$ cat src/rtl/sevenseg_pkg.sv
// Shared constants for the seven-segment shift-chain link.
// Both the transmitter and the receiver pull their defaults from here.
package sevenseg_pkg;

  localparam int WORD_W     = 16;
  localparam int NUM_DIGITS = 4;
  localparam int IDX_W      = 2;

  // Bit counter must hold 0..word_w+1; the top value marks an overlong frame.
  function automatic int cnt_width(input int word_w);
    return $clog2(word_w + 2);
  endfunction

endpackage

$ cat src/rtl/sipo_shift.sv
// Serial-in parallel-out shift register with a saturating bit counter.
// clr wins over shift_en and resets only the count; the word is left as is.
module sipo_shift #(
  parameter int WORD_W = sevenseg_pkg::WORD_W,
  parameter int CNT_W  = sevenseg_pkg::cnt_width(WORD_W)
) (
  input  logic              clk,
  input  logic              rst,
  input  logic              sdi,
  input  logic              shift_en,
  input  logic              clr,
  output logic [WORD_W-1:0] word,
  output logic [CNT_W-1:0]  cnt
);

  localparam logic [CNT_W-1:0] CNT_SAT = CNT_W'(WORD_W + 1);

  // NOTE: sequential state uses non-blocking assignments so every flop samples
  // pre-edge values and simulation ordering cannot change the result.
  always_ff @(posedge clk or posedge rst) begin
    if (rst) begin
      word <= '0;
      cnt  <= '0;
    end else if (clr) begin
      cnt <= '0;
    end else if (shift_en) begin
      word <= {word[WORD_W-2:0], sdi};
      if (cnt != CNT_SAT) cnt <= cnt + 1'b1;
    end
  end

endmodule

$ cat src/rtl/sevenseg_serial_rx.sv
// Receiver end of the seven-segment PISO link: rebuilds each serial word and
// files it into a rotating digit buffer, flagging frames with a wrong bit count.
module sevenseg_serial_rx #(
  parameter int WORD_W     = sevenseg_pkg::WORD_W,
  parameter int NUM_DIGITS = sevenseg_pkg::NUM_DIGITS,
  parameter int IDX_W      = sevenseg_pkg::IDX_W
) (
  input  logic                         clk,
  input  logic                         rst,
  input  logic                         sdi,
  input  logic                         latch,
  output logic [NUM_DIGITS*WORD_W-1:0] digits,
  output logic [IDX_W-1:0]             slot_idx,
  output logic                         frame_valid,
  output logic                         frame_err,
  output logic                         scan_done
);

  localparam int               CNT_W     = sevenseg_pkg::cnt_width(WORD_W);
  localparam logic [CNT_W-1:0] CNT_FULL  = CNT_W'(WORD_W);
  localparam logic [IDX_W-1:0] LAST_SLOT = IDX_W'(NUM_DIGITS - 1);

  logic              latch_d;
  logic              latch_rise;
  logic [WORD_W-1:0] word;
  logic [CNT_W-1:0]  bit_cnt;

  assign latch_rise = latch & ~latch_d;

  // Latch high suppresses shifting for its whole duration, rise cycle included.
  sipo_shift #(
    .WORD_W (WORD_W),
    .CNT_W  (CNT_W)
  ) u_sipo (
    .clk      (clk),
    .rst      (rst),
    .sdi      (sdi),
    .shift_en (~latch),
    .clr      (latch_rise),
    .word     (word),
    .cnt      (bit_cnt)
  );

  // NOTE: the digit buffer is a handful of flops rather than a RAM, so it is
  // reset with everything else and reads back as zero after reset.
  always_ff @(posedge clk or posedge rst) begin
    if (rst) begin
      latch_d     <= 1'b0;
      digits      <= '0;
      slot_idx    <= '0;
      frame_valid <= 1'b0;
      frame_err   <= 1'b0;
      scan_done   <= 1'b0;
    end else begin
      latch_d     <= latch;
      frame_valid <= 1'b0;
      frame_err   <= 1'b0;
      scan_done   <= 1'b0;
      if (latch_rise) begin
        if (bit_cnt == CNT_FULL) begin
          digits[slot_idx*WORD_W +: WORD_W] <= word;
          frame_valid <= 1'b1;
          scan_done   <= (slot_idx == LAST_SLOT);
          slot_idx    <= (slot_idx == LAST_SLOT) ? '0 : slot_idx + 1'b1;
        end else begin
          frame_err <= 1'b1;
        end
      end
    end
  end

endmodule

$ cat config.mk
export PLATFORM = sky130hd
export DESIGN_NAME = sevenseg_serial_rx
export DESIGN_NICKNAME = d
export VERILOG_FILES = /design/src/rtl/sevenseg_pkg.sv /design/src/rtl/sipo_shift.sv /design/src/rtl/sevenseg_serial_rx.sv
export SDC_FILE = /design/constraint.sdc
export NUM_CORES = 1
export LEC_CHECK = 0
export CAP_MARGIN = 20
export CORE_MARGIN = 3
export CORE_UTILIZATION = 52
export CTS_BUF_LIST = sky130_fd_sc_hd__clkbuf_16
export CTS_CLUSTER_DIAMETER = 50
export DETAILED_ROUTE_END_ITERATION = 7
export MAX_ROUTING_LAYER = met4
export PLACE_DENSITY_LB_ADDON = 0.3
export SLEW_MARGIN = 20
export SYNTH_ARGS = -nofsm -noshare
export SYNTH_HDL_FRONTEND = slang
export SYNTH_SLANG_ARGS = --single-unit
$ cat constraint.sdc
create_clock -name clk -period 4.11 [get_ports clk]
set_input_delay 0.822 -clock clk [delete_from_list [all_inputs] [get_ports clk]]
set_output_delay 0.822 -clock clk [all_outputs]
set_load 0.01 [all_outputs]
==> metrics.yaml <==
run_status: "finished, final reports clean"
start_kind: "input pin"
grt_start_max_net_pins: 42
crit_required_ps: 4350
drc: 0
synth.distinct_cells: 37
fin_crit_sh: 0.721
cts_resized: 0
timing.final.crit_period_ps: 2960
holdWs_ps: 510
fillers: 548
routabilityCongestion: 0.783
power_density_mw_per_mm2: 618
r2r-end: "digits[2]"
nets: 438
fin_util: 0.702
async_flop_share: 1.00
finalHoldViolCount: 0
r2r-start: "slot_idx[0]"
p_leak_nw: 2.43
initial_utilization: 0.547
multi_input_area_mm2: 0.00143
cts_root_buf: "clkbuf_16"
dp_hpwl_um: 6010
cts_tree: "done"
seq_area_frac_synth: 0.565
dr.pass1.iters: 4
synth_area_leaders: "dfrtp_1 56%, mux2i_1 15%, inv_1 6.1%, nand2_1 5.6%, mux2_2 4.7%"
grt_pass1_wl_um: 14400
maxCapViolCount: 0
synth_edf_count: 0
drive_above_1_share: 0.111
dieHeight_um: 94.1
port_buffers: 72
worstMarginPinSlew_ps: 1020
hold_path.class: "reg -> reg"
fp.dieW_um: 94.1
clk_latency_ps: 330
clock.fmax_ghz: 0.337
grt_pass1_vias: 2848
synthToLayoutAreaGrowth_pct: 28.4
routed_wl_um: 8920
synth-seq-cells: 91
grt_use_total: 0.220
vias: 2745
cts_sinks: 91
h-tree-depth: 3
syn_inst: 350
r2r_cells: 5
avgSynthCellArea_um2: 11.5
yosysTopAreaCell: "dfrtp_1"
clkTransAtPathRegs_ps: 70
num_antenna_cells: 0
worst_slack_ps: 1150
core_mm2: 0.00737
setup_viol: 0
min_to: "digits[3]"
die_area_mm2: 0.00885
tns_ps: 0
clockBufferDepth: 2
rrSetupSlack_ps: 1580
stdcell_count: 530
antenna_found_initial: 0
synth_top_cell_area_share: 0.565
hold_path_depth: 1
final-seq-area_mm2: 0.00228
syn-num-nets: 362
end_kind: "register"
critPathKind: "in -> reg"
relSlewSlack: 0.319
ir_drop_v: 0.000400
vias_per_cell: 5.18
crit_fanout: 23
min_from: "digits[3]"
hold_buffers: 0
post-cts-setup-buffer-count: 0
post_drt_wl_per_cell_um: 16.8
finalClockSkew_ps: 6.94
cts_buffers: 9
place_inst: 514
dp_slack_ps: 840
ioPinCount: 73
worstPathArrival_ps: 3200
synth.most_common_cell: "dfrtp_1"
rsz0062_at_grt: "false"
ant_nets: 0
synth.yosys.warnings: 0
syn_area_mm2: 0.00403
synth_commonest_cells: "91 x dfrtp_1, 66 x inv_1, 60 x nand2_1"
placementRows: 31
drtIter0Drc: 111
drv_slew: 0
synth_flop_cell: "dfrtp_1"
grt_overflow: 0
-- worst max-delay path by stage --
stage	from	endpoint	slack (ps)
after floorplan	rst	digits[0]	920
after global placement	latch	digits[38]	950
after detailed placement	latch	digits[36]	840
after CTS	latch	digits[36]	1160
after global routing	latch	digits[36]	1020
final	latch	digits[36]	1150
-- area by class of cell --
type,count,area share
multi-input cells,179,0.277
well taps,99,0.0239
inverters,66,0.0481
clock inverters,7,0.0179
flip-flops and latches,91,0.440
clock buffers,9,0.0435
repair buffers,79,0.149
-- registers in the layout, indices dropped and copies added, names as in the netlist --
register     count
u_sipo.cnt       5
frame_valid      1
u_sipo.word     16
latch_d          1
digits          64
slot_idx         2
scan_done        1
frame_err        1
-- cells in the final DEF (no fill, tap or decap), drive strengths merged, types with 2 or more instances in the layout --
master,count
mux2i,59
clkbuf,9
clkdlybuf4s50,72
clkinvlp,2
bufinv,2
clkinv,2
nor4b,3
nor3b,2
ha,8
nor2,2
dfrtp,91
nor3,3
mux2,17
buf,7
a22o,9
inv,67
nand2,60
-- metrics by stage --
step	power, W	area (um^2)
after floorplan	0.00181	4030
after global placement	0.00227	4850
after detailed placement	0.00231	4850
after CTS	0.00320	5170
after global routing	0.00337	5170
final	0.00320	5170
-- per-layer routing --
metal	GRT usage	part of all wire	wire length (um)
met5	-	0	0
met4	0.0578	0.010	91
met3	0.0385	0.057	511
met2	0.354	0.50	4420
met1	0.292	0.44	3900
-- kinds of logic (layout without fill, tap and decap cells) --
family / after synthesis / in the layout / share of synthesized area
AOI/OAI and AO/OA: 14 / 14 / 0.0282
xor gates and xnor gates: 1 / 1 / 0.00217
adders and majority gates: 8 / 8 / 0.0248
buffers and inverters: 80 / 161 / 0.0860
DFF: 91 / 91 / 0.565
muxes: 76 / 76 / 0.194
and+or+nand+nor: 80 / 80 / 0.0999
-- report_power, final --
group / switching, W / total (W) / internal [W]
clock network: 0.000346 / 0.000878 / 0.000532
logic: 0.000488 / 0.000975 / 0.000487
registers: 0.000237 / 0.00134 / 0.00111
-- critical path, stage by stage --
cell             delay, ps
clkdlybuf4s50_1        450
buf_4                  280
nand2b_1               380
nor3_4                 940
mux2i_1                320
No activity file was read; power rests on OpenSTA's default activity.
